### config.mk
export PLATFORM = sky130hd
export DESIGN_NAME = vga_pattern_gen
export DESIGN_NICKNAME = d
export VERILOG_FILES = /design/src/rtl/vga_pattern_gen.sv
export SDC_FILE = /design/constraint.sdc
export NUM_CORES = 1
export LEC_CHECK = 0
export CORE_MARGIN = 4
export CORE_UTILIZATION = 40
export DETAILED_ROUTE_END_ITERATION = 10
export SLEW_MARGIN = 20
export SYNTH_ARGS = -nofsm -noshare
export SYNTH_HDL_FRONTEND = slang
export SYNTH_SLANG_ARGS = --single-unit
### constraint.sdc
create_clock -name Clk_50MHz -period 4.4 [get_ports Clk_50MHz]
set_input_delay 1.32 -clock Clk_50MHz [delete_from_list [all_inputs] [get_ports Clk_50MHz]]
set_output_delay 1.32 -clock Clk_50MHz [all_outputs]
set_load 0.03 [all_outputs]
### src/rtl/vga_pattern_gen.sv
// rtl/vga_pattern_gen.sv - parametrised VGA timing and test-pattern generator
//
// Purpose: derives a pixel strobe from the system clock, generates HS/VS/BLANK
// timing from generic parameters and drives one of five test patterns. The
// pattern select is sampled only at pixel (0,0), so frames never tear.
//
// Optional feature macro: VGA_PATTERN_SCROLL_EN
//   defined   - checkerboard and horizontal ramp scroll left 1 pixel/frame
//   undefined - patterns depend on pixel coordinates only
//
// Ports:
//   Clk_50MHz    in   system clock
//   Reset        in   asynchronous active-high reset
//   Sw           in   one-hot pattern select, highest set bit wins
//   Red/Green/Blue out colour channels, COLOR_W bits each
//   VGA_CLK      out  pixel clock to DAC (rises mid-pixel)
//   VGA_BLANK_N  out  high during active video
//   VGA_HS       out  horizontal sync
//   VGA_VS       out  vertical sync
//   VGA_SYNC_N   out  tied low
//   Frame_Start  out  one-clock pulse when pixel (0,0) is output
//   Frame_Cnt    out  frames since reset, wrapping

module vga_pattern_gen #(
   parameter int CLK_DIV    = 2,
   parameter int H_ACTIVE   = 640,
   parameter int H_FP       = 16,
   parameter int H_SYNC     = 96,
   parameter int H_BP       = 48,
   parameter int V_ACTIVE   = 480,
   parameter int V_FP       = 10,
   parameter int V_SYNC     = 2,
   parameter int V_BP       = 33,
   parameter bit SYNC_POL   = 1'b0,
   parameter int COLOR_W    = 8,
   parameter int NUM_MODES  = 5,
   parameter int CHECK_LOG2 = 5,
   parameter int GRAD_SHIFT = 2
) (
   input  logic                 Clk_50MHz,
   input  logic                 Reset,
   input  logic [NUM_MODES-1:0] Sw,
   output logic [COLOR_W-1:0]   Red,
   output logic [COLOR_W-1:0]   Green,
   output logic [COLOR_W-1:0]   Blue,
   output logic                 VGA_CLK,
   output logic                 VGA_BLANK_N,
   output logic                 VGA_HS,
   output logic                 VGA_VS,
   output logic                 VGA_SYNC_N,
   output logic                 Frame_Start,
   output logic [15:0]          Frame_Cnt
);

   localparam int H_TOTAL = H_ACTIVE + H_FP + H_SYNC + H_BP;
   localparam int V_TOTAL = V_ACTIVE + V_FP + V_SYNC + V_BP;
   localparam int DW      = (CLK_DIV > 2) ? $clog2(CLK_DIV) : 1;
   localparam int HW      = $clog2(H_TOTAL);
   localparam int VW      = $clog2(V_TOTAL);
   localparam int BAR_W   = H_ACTIVE / 8;

   localparam logic [DW-1:0] DIV_LAST  = DW'(CLK_DIV - 1);
   localparam logic [DW-1:0] DIV_HALF  = DW'(CLK_DIV / 2);
   localparam logic [HW-1:0] H_LAST    = HW'(H_TOTAL - 1);
   localparam logic [HW-1:0] H_ACT_L   = HW'(H_ACTIVE);
   localparam logic [HW-1:0] H_SYNC_LO = HW'(H_ACTIVE + H_FP);
   localparam logic [HW-1:0] H_SYNC_HI = HW'(H_ACTIVE + H_FP + H_SYNC);
   localparam logic [HW-1:0] BAR_W_L   = HW'(BAR_W);
   localparam logic [VW-1:0] V_LAST    = VW'(V_TOTAL - 1);
   localparam logic [VW-1:0] V_ACT_L   = VW'(V_ACTIVE);
   localparam logic [VW-1:0] V_SYNC_LO = VW'(V_ACTIVE + V_FP);
   localparam logic [VW-1:0] V_SYNC_HI = VW'(V_ACTIVE + V_FP + V_SYNC);

   typedef enum logic [2:0] {
      MODE_BLACK = 3'd0,
      MODE_WHITE = 3'd1,
      MODE_VRAMP = 3'd2,
      MODE_HRAMP = 3'd3,
      MODE_CHECK = 3'd4,
      MODE_BARS  = 3'd5
   } mode_t;

   logic [DW-1:0]      div;
   logic [DW-1:0]      div_nxt;
   logic               pix_en;
   logic [HW-1:0]      h_cnt;
   logic [VW-1:0]      v_cnt;
   logic               h_wrap;
   logic               at_origin;
   mode_t              mode_r;
   mode_t              sw_mode;
   mode_t              mode_cur;
   logic [HW-1:0]      x_eff;
   logic [HW-1:0]      bar_q;
   logic [2:0]         bar;
   logic               active;
   logic               hs_pulse;
   logic               vs_pulse;
   logic [COLOR_W-1:0] r_pat;
   logic [COLOR_W-1:0] g_pat;
   logic [COLOR_W-1:0] b_pat;

   assign pix_en     = (div == DIV_LAST);
   assign div_nxt    = pix_en ? '0 : div + 1'b1;
   assign h_wrap     = (h_cnt == H_LAST);
   assign at_origin  = (h_cnt == '0) && (v_cnt == '0);
   assign VGA_SYNC_N = 1'b0;

   // Priority encoder: later (higher) set bits override lower ones.
   always_comb begin
      sw_mode = MODE_BLACK;
      for (int i = 0; i < NUM_MODES && i < 5; i++) begin
         if (Sw[i]) sw_mode = mode_t'(3'(i + 1));
      end
   end

   // At the origin the mode and frame count being latched this cycle already
   // apply to pixel (0,0), so the whole frame uses one consistent setting.
   assign mode_cur = at_origin ? sw_mode : mode_r;

`ifdef VGA_PATTERN_SCROLL_EN
   logic [15:0] fc_cur;
   assign fc_cur = at_origin ? Frame_Cnt + 16'd1 : Frame_Cnt;
   assign x_eff  = h_cnt + HW'(fc_cur);
`else
   assign x_eff  = h_cnt;
`endif

   // Bar index, with remainder pixels beyond the eighth bar clamped to it.
   assign bar_q = h_cnt / BAR_W_L;
   assign bar   = (bar_q > HW'(7)) ? 3'd7 : bar_q[2:0];

   assign active   = (h_cnt < H_ACT_L) && (v_cnt < V_ACT_L);
   assign hs_pulse = (h_cnt >= H_SYNC_LO) && (h_cnt < H_SYNC_HI);
   assign vs_pulse = (v_cnt >= V_SYNC_LO) && (v_cnt < V_SYNC_HI);

   always_comb begin
      r_pat = '0;
      g_pat = '0;
      b_pat = '0;
      unique case (mode_cur)
         // Bar order white..black maps to RGB = ~bar[1], ~bar[2], ~bar[0].
         MODE_BARS: begin
            r_pat = {COLOR_W{~bar[1]}};
            g_pat = {COLOR_W{~bar[2]}};
            b_pat = {COLOR_W{~bar[0]}};
         end
         MODE_CHECK: begin
            r_pat = {COLOR_W{x_eff[CHECK_LOG2] ^ v_cnt[CHECK_LOG2]}};
            g_pat = r_pat;
            b_pat = r_pat;
         end
         MODE_HRAMP: begin
            r_pat = COLOR_W'(x_eff >> GRAD_SHIFT);
            g_pat = r_pat;
            b_pat = r_pat;
         end
         MODE_VRAMP: begin
            g_pat = COLOR_W'(v_cnt >> GRAD_SHIFT);
         end
         MODE_WHITE: begin
            r_pat = '1;
            g_pat = '1;
            b_pat = '1;
         end
         default: ;
      endcase
   end

   always_ff @(posedge Clk_50MHz or posedge Reset) begin
      if (Reset) begin
         div         <= '0;
         VGA_CLK     <= 1'b0;
         h_cnt       <= '0;
         v_cnt       <= '0;
         mode_r      <= MODE_BLACK;
         Frame_Cnt   <= '0;
         Frame_Start <= 1'b0;
         Red         <= '0;
         Green       <= '0;
         Blue        <= '0;
         VGA_BLANK_N <= 1'b0;
         VGA_HS      <= ~SYNC_POL;
         VGA_VS      <= ~SYNC_POL;
      end else begin
         div         <= div_nxt;
         // Low for the first half of the pixel, so it rises mid-pixel.
         VGA_CLK     <= (div_nxt >= DIV_HALF);
         Frame_Start <= pix_en && at_origin;
         if (pix_en) begin
            if (h_wrap) begin
               h_cnt <= '0;
               v_cnt <= (v_cnt == V_LAST) ? '0 : v_cnt + 1'b1;
            end else begin
               h_cnt <= h_cnt + 1'b1;
            end
            if (at_origin) begin
               mode_r    <= sw_mode;
               Frame_Cnt <= Frame_Cnt + 16'd1;
            end
            VGA_BLANK_N <= active;
            VGA_HS      <= hs_pulse ? SYNC_POL : ~SYNC_POL;
            VGA_VS      <= vs_pulse ? SYNC_POL : ~SYNC_POL;
            Red         <= active ? r_pat : '0;
            Green       <= active ? g_pat : '0;
            Blue        <= active ? b_pat : '0;
         end
      end
   end

endmodule

; Word-level counts from Yosys, hierarchy flattened
; Cells that the tools add are included.
[word_totals]
wordCells = 64
regBits = 69
[classes]
addsub = 4
reduce_logical = 9
mux = 18
magnitude_cmp = 8
n_bitwise = 4
n_div = 1
eq_ne = 7
[ops]
columns = operator, n
row1 = $pmux W8 S4, 2
row2 = $pmux W8 S5, 1
row3 = $mux W8, 3
row4 = $add A10 B1 Y10 const B, 2
row5 = $eq A10 B10 Y1 const B, 2
row6 = $logic_not A10 Y1, 2
row7 = $lt A10 B10 Y1 const B, 2
row8 = $lt A10 B9 Y1 const B, 2
row9 = $mux W10, 2
row10 = $add A16 B1 Y16 const B, 1
row11 = $mux W3, 4
row12 = $div A10 B7 Y10 const B, 1
row13 = $ge A10 B10 Y1 const B, 1
row14 = $ge A10 B9 Y1 const B, 1
row15 = $gt A10 B3 Y1 const B, 1
row16 = $eq A3 B2 Y1 const B, 2
row17 = $eq A3 B3 Y1 const B, 2
row18 = $logic_and A1 B1 Y1, 5
row19 = $mux W1, 4
row20 = $mux W2, 2
row21 = $reduce_and A2 Y1, 2
row22 = $eq A3 B1 Y1 const B, 1
row23 = $not A1 Y1, 3
row24 = $add A1 B1 Y1 const B, 1
row25 = other kinds (2), 2

; Longest topological paths before layout
; Gate-level depths: netlist of the first run.
[depth]
ltp_word = 9
depth_mapped = 10
ltp_nobuf = 8

; Worst setup path before layout of the first run
; Ideal clock, no wire load.
[synth_timing]
kind = input port to flip-flop
startpoint = in Sw[4]
endpoint = reg Red[0]
setup_time_ns = 0.126
required_ns = 4.274
arrival_ns = 2.580
cell_stages = 6
path_slack_ns = 1.694
path_cell_list = nor2_1 o21ai_0 or3_1 buf_2 a21o_1 a221o_1
[synth_via]
elab_chain_cells = 5
elab_cells_between_ends = 8
cone_classes = 4 x eq/ne / 4 x mux
[synth_rtl]
columns = item, line
row1 = "start, declared", 42  ; input logic [NUM_MODES-1:0] Sw,
row2 = $mux W3 *, 113  ; if (Sw[i]) sw_mode = mode_t'(3'(i + 1));
row3 = $mux W3 *, n/a
row4 = $eq A3 B1 Y1 (tied with other cells), 141  ; unique case (mode_cur)
row5 = $pmux W8 S4 *, 141
row6 = $mux W8 *, 204  ; Red <= active ? r_pat : '0;
row7 = "end signal, assigned", 204
row8 = "end, declared", 43  ; output logic [COLOR_W-1:0] Red,
; Mark *: on every way between the ends. The rest lies on a longest branch, timed or not.
; A chain may end at the register's enable or synchronous reset.

; Worst setup path after layout of the first run
[layout_timing]
startpoint = in Sw[4]
endpoint = reg Green[0]
[layout_via]
elab_chain_cells = 5
elab_cells_between_ends = 9
cone_classes = 5 x eq/ne / 4 x mux
[layout_rtl]
columns = item, line
row1 = $mux W3 *, 113
row2 = $mux W3 *, n/a
row3 = $eq A3 B1 Y1 (tied with other cells), 141
row4 = $pmux W8 S5 *, 141
row5 = $mux W8 *, 205  ; Green <= active ? g_pat : '0;
row6 = "end signal, assigned", 205
row7 = "end, declared", 44  ; output logic [COLOR_W-1:0] Green,
; Marks and branches as above.

==> results of run 1 <==
[stage by stage]
stage	util, %	instances	hold slack (ns)	setup slack (ns)	total power, mW
global placement	47.8	509	0.456	0.923	0.860
finish	49.9	523	0.465	1.28	1.31
floorplan	-	364	0.472	1.37	0.784
global route	49.9	523	0.509	1.10	1.37
CTS	49.9	523	0.470	1.28	1.33
detailed placement	47.8	509	0.459	0.924	0.862
[metal layers]
metal / up-vias / track usage, %
li1: 1402 / -
met1: 1375 / 24.7
met4: 0 / 5.95
met5: - / 0
met3: 10 / 3.69
met2: 83 / 27.7
[power by group through the flow]
stage	logic (mW)	registers (mW)	clock network (mW)
final	0.181	0.667	0.464
after global placement	0.182	0.678	0
after global routing	0.195	0.670	0.507
after floorplan	0.0584	0.725	0
after detailed placement	0.183	0.679	0
after CTS	0.184	0.667	0.481
[worst paths after layout]
| kind | end | slack (ns) | cells past startpoint |
|---|---|---|---|
| worst min register to register | Frame_Cnt[15] | 0.46 | 1 |
| min in group asynchronous | Blue[4] | 1.43 | 2 |
| worst min-delay path | Frame_Cnt[15] | 0.46 | 1 |
| worst max register to register | Green[1] | 1.33 | 6 |
| worst max-delay path | Green[0] | 1.28 | 7 |
| max in group asynchronous | VGA_VS | 2.18 | 3 |
[worst reg2reg max path, cell delays in order, from the launching register on]
cell and delay (ns):
dfrtp_1 0.57, or3_4 0.47, or4b_4 0.59, nor2_1 0.39
mux2i_1 0.61, a22oi_1 0.17, o221ai_1 0.19
[state kept, by name, indices dropped and copies added (netlist names), 3 cells and up]
name       cells
v_cnt         10
Green          8
Frame_Cnt     16
Blue           8
Red            8
h_cnt         10
mode_r         3
[cell families (layout without fill, tap and decap cells)]
| group | Yosys count | count (layout) | synth area share (%) |
|---|---|---|---|
| simple gates | 122 | 122 | 18.1 |
| compound gates | 94 | 94 | 19.0 |
| flops | 68 | 68 | 47.9 |
| buf+inv | 41 | 92 | 4.95 |
| xor+xnor | 29 | 29 | 7.13 |
| fa+ha+maj | 6 | 6 | 2.04 |
| mux | 3 | 3 | 0.878 |
| other cells | 1 | 1 | 0.105 |
[area by class of cell]
cell class	count	area [um^2]	area share (%)
Sequential cell	68	1700	39.4
Multi-Input combinational cell	255	1680	38.8
Timing Repair Buffer	56	548	12.7
Clock buffer	13	169	3.90
Tap cell	108	135	3.12
Inverter	22	82.6	1.91
Clock inverter	1	7.51	0.174
[cell usage in the layout, fill, tap and decap left out, types with 3 or more instances in the layout]
cell | Yosys | final
a21o_1 | 3 | 3
a21oi_1 | 10 | 10
a221o_1 | 7 | 7
a22oi_1 | 14 | 14
buf_4 | 1 | 5
clkbuf_8 | 0 | 12
clkdlybuf4s50_1 | 0 | 51
dfrtp_1 | 66 | 66
ha_1 | 5 | 5
inv_1 | 21 | 20
nand2_1 | 33 | 33
nand2b_1 | 6 | 6
nand3_1 | 11 | 11
nand4_1 | 12 | 12
nor2_1 | 27 | 27
nor2b_1 | 5 | 5
nor3_1 | 5 | 5
nor4_1 | 4 | 4
o21a_1 | 8 | 8
o21ai_0 | 22 | 22
o21ai_1 | 3 | 3
o221ai_1 | 8 | 8
o31ai_1 | 3 | 3
xnor2_1 | 17 | 17
xor2_1 | 12 | 12
==> impl_metrics.yaml, run 1 <==
outcome:
  status: "complete, no violations"
grt:
  grt_overflow: 0
  antenna_found_initial: 0
  grt_pass1_wl_um: 14300
  grt_pass1_vias: 2762
  grt_max_degree: 36
  grtUsageTotal_pct: 17.8
clocking:
  clk_path_buf_depth: 2
  htreeDepth: 3
  cts_sinks: 68
  insertion_delay_ns: 0.35
  cts_resized: 0
  numCtsBuffers: 9
  cts_root_buffer: "clkbuf_8"
  postCtsHoldBufs: 0
  path_clk_slew_ns: 0.07
  cts_setup_buffers: 0
  tritoncts: "built"
min_path:
  hp-start: "Frame_Cnt[15]"
  hp-class: "register to register"
floorplanning:
  die_width_um: 102
  num_rows: 34
  boundaryPins: 53
  dieHeight_um: 102
  dieArea_um2: 10500
  initial_core_util_pct: 41.0
  core_um2: 8680
critical_path:
  arrival_ns: 3.33
  worstSetupPathType: "primary input to register"
  cp_slowest_cell: "or3_1"
  critical_path_required_ns: 4.61
  worst-path-buf-inv: 1
  cpPeakStageDelay_ns: 0.47
  cp_cell_sequence: "clkdlybuf4s50_1 -> nor2_1 -> o21ai_0 -> or3_1 -> a21o_1 -> a22oi_1 -> o221ai_1"
  worstPathMaxFanout: 8
  reg2reg_from: "h_cnt[5]"
  start_kind: "primary input"
  crit_path_end_kind: "register"
  cp_top_family: "compound AO/OA/AOI/OAI gates"
  critPathLaunch: "Sw[4]"
sta:
  drv_slew: 0
  max-slew-margin-rel_pct: 48.8
  hold_viol_final: 0
  min_period_ns: 3.12
  fin_setup_tns_ns: 0
  skew_ns: 0.00841
  fmax_mhz: 320
  rsz0062_at_grt: "no"
  fin_crit_sh_pct: 71.0
  setup_viol: 0
  max_slew.worst_pin.slew_ns: 0.766
drt:
  dr.pass1.iters: 4
  vias_per_cell: 5.49
  wl_per_cell_um: 16.7
  via_count: 2870
  dr_wl_met2_um: 4200
  drc_errors: 0
  wirelength_um: 8750
  drt-met1-wl_um: 3860
  dr_wl_met3_um: 596
  first_iter_violations: 161
  top_layer_used: "met4"
  final_antenna_net_count: 0
placement:
  place.gp.congestion: 0.841
  dp_hpwl_um: 6400
  placed_cell_area_um2: 4150
  portBuffers: 51
power:
  net-switching-power_uw: 345
  pwr-share-clk_pct: 35.4
  comb_power_share_pct: 13.8
  peakVddDrop_mv: 0.111
  p_leak_nw: 1.79
  p_sw_share_pct: 26.3
  p_int_uw: 967
  powerDensity_nw_per_um2: 303
  p_seq_share_pct: 50.8
synthesis:
  synth.largest_area_cell: "dfrtp_1"
  synth_common_cells: "dfrtp_1, nand2_1, nor2_1"
  syn-cell-area_um2: 3560
  yosysTopAreaCellShare_pct: 46.4
  synth_area_per_cell_um2: 9.78
  synth_ff_type: "dfrtp_1"
  yosysMostFrequentCell: "dfrtp_1"
  synth_edf_count: 0
  async_flop_share_pct: 100
  syn_inst: 364
  yosys_warnings: 0
  synthTopCellsByArea: "dfrtp_1, xnor2_1, nand2_1"
  yosys_register_bits: 68
  synth_cell_types: 62
  synth_nets: 376
  ys_seq_area_share_pct: 47.9
layout:
  antenna_cells: 0
  nNetsFinal: 424
  post_route_cells_drive_above_1_share_pct: 8.19
  final_cell_area_um2: 4330
  areaGrowthSynthToFinish_pct: 21.5
  n_fill_cell: 817
job:
  maxCapViolCount: 0
(Power assumes the default switching activity.)
==> run 2, diff against run 1 <==
==> constraint.sdc (replaced) <==
create_clock -name Clk_50MHz -period 2.9 [get_ports Clk_50MHz]
set_input_delay 0.87 -clock Clk_50MHz [delete_from_list [all_inputs] [get_ports Clk_50MHz]]
set_output_delay 0.87 -clock Clk_50MHz [all_outputs]
set_load 0.03 [all_outputs]
==> impl_metrics.yaml, run 2 (synthesis gave the netlist of run 1 again) <==
outcome:
  status: "complete, no violations"
placement:
  pre_cts_ws_ns: 0.101
  place.gp.congestion: 0.861
  placed_cell_area_um2: 4270
  post-place-cells: 523
  dp_hpwl_um: 6420
  portBuffers: 51
clocking:
  postCtsHoldBufs: 0
  insertion_delay_ns: 0.35
  tritoncts: "built"
  htreeDepth: 3
  cts_sinks: 68
  numCtsBuffers: 9
  cts_root_buffer: "clkbuf_8"
  clk_path_buf_depth: 2
  cts_resized: 0
  cts_setup_buffers: 0
  path_clk_slew_ns: 0.08
sta:
  setup_viol: 0
  hold_viol_final: 0
  max_slew.worst_pin.slew_ns: 0.533
  fin_ws_ns: 0.290
  rsz0062_at_grt: "no"
  drv_slew: 0
  fin_crit_sh_pct: 90.0
  max-slew-margin-rel_pct: 64.2
  skew_ns: 0.0123
  fin_setup_tns_ns: 0
  fmax_mhz: 383
  min_period_ns: 2.61
layout:
  antenna_cells: 0
  multi_input_area_um2: 1690
  largest_register: "Frame_Cnt"
  areaGrowthSynthToFinish_pct: 25.6
  ff_latch_area_um2: 1700
  layout_commonest_cell: "dfrtp_1"
  n_fill_cell: 830
  post_route_cells_drive_above_1_share_pct: 12.1
  fin_util_pct: 51.5
  nNetsFinal: 438
  fin_cells: 539
  reg_top3: "Frame_Cnt: 16 flops, h_cnt: 10 flops, v_cnt: 10 flops"
  final_cell_area_um2: 4470
  layout_common_cells: "dfrtp_1, clkdlybuf4s50_1, nand2_1"
  largest_reg_flops: 16
drt:
  wl_per_cell_um: 16.3
  via_count: 2972
  vias_per_cell: 5.51
  final_antenna_net_count: 0
  drc_errors: 0
  wirelength_um: 8780
  first_iter_violations: 168
  dr.pass1.iters: 4
critical_path:
  worstSetupPathType: "register to register"
  cp_cell_sequence: "or3_4 -> or4b_4 -> or3_1 -> a21o_1 -> a22oi_1 -> o221ai_1"
  crit_path_end_kind: "register"
  cp_top_family: "simple AND/OR/NAND/NOR gates"
  worstPathMaxFanout: 8
  worst-path-buf-inv: 0
  arrival_ns: 2.82
  critical_path_required_ns: 3.11
  start_kind: "register"
  cp_slowest_cell: "or4b_4"
  cpPeakStageDelay_ns: 0.59
job:
  maxCapViolCount: 0
power:
  powerDensity_nw_per_um2: 465
  p_leak_nw: 1.88
  peakVddDrop_mv: 0.278
grt:
  grt_overflow: 0
  grt_max_degree: 69
  grt_pass1_wl_um: 15000
  antenna_found_initial: 0
  grtUsageTotal_pct: 18.4
  grt_pass1_vias: 2947
floorplanning:
  initial_core_util_pct: 41.0
  core_um2: 8680
  boundaryPins: 53
  die_width_um: 102
  num_rows: 34
  dieArea_um2: 10500
  dieHeight_um: 102
min_path:
  hp-class: "register to register"
## run 2: metal layers
layer	wire length [um]	global-route usage, %
met5	0	0
met4	168	6.26
met3	441	4.16
met2	4230	29.3
met1	3950	24.7
## run 2: path summary, 6_finish.rpt
| kind | slack [ns] | end | startpoint | depth (start not counted) |
|---|---|---|---|---|
| max in group asynchronous | 1.66 | VGA_HS | Reset | 3 |
| min in group asynchronous | 0.91 | Blue[3] | Reset | 3 |
| worst min-delay path | 0.47 | Frame_Cnt[15] | Frame_Cnt[15] | 1 |
| worst max register to register | 0.29 | Green[0] | h_cnt[4] | 6 |
| worst min register to register | 0.47 | Frame_Cnt[15] | Frame_Cnt[15] | 1 |
| worst max-delay path | 0.29 | Green[0] | h_cnt[4] | 6 |
## run 2: area by class of cell
cell class / count / area share, %
clock inverter: 7 / 1.68
inverter: 22 / 1.85
multi-input combinational: 255 / 37.7
clock buffer: 9 / 2.77
timing repair buffer: 70 / 14.9
tap: 108 / 3.02
sequential: 68 / 38.1
## run 2: worst reg2reg max path, cell delays in order, from the launching register on
cell	delay (ns)
dfrtp_1	0.38
or3_4	0.41
or4b_4	0.59
or3_1	0.52
a21o_1	0.26
a22oi_1	0.19
o221ai_1	0.12
## run 2: stage by stage
stage	power, mW	hold slack (ns)
floorplan	1.19	0.472
global placement	1.32	0.458
detailed placement	1.32	0.461
CTS	2.11	0.475
global route	2.18	0.498
finish	2.08	0.473
## run 2: report_power, final
| group | total (mW) | switching [mW] | internal (mW) |
|---|---|---|---|
| Sequential | 1.01 | 0.0264 | 0.987 |
| Clock | 0.784 | 0.385 | 0.399 |
| Combinational | 0.280 | 0.166 | 0.114 |
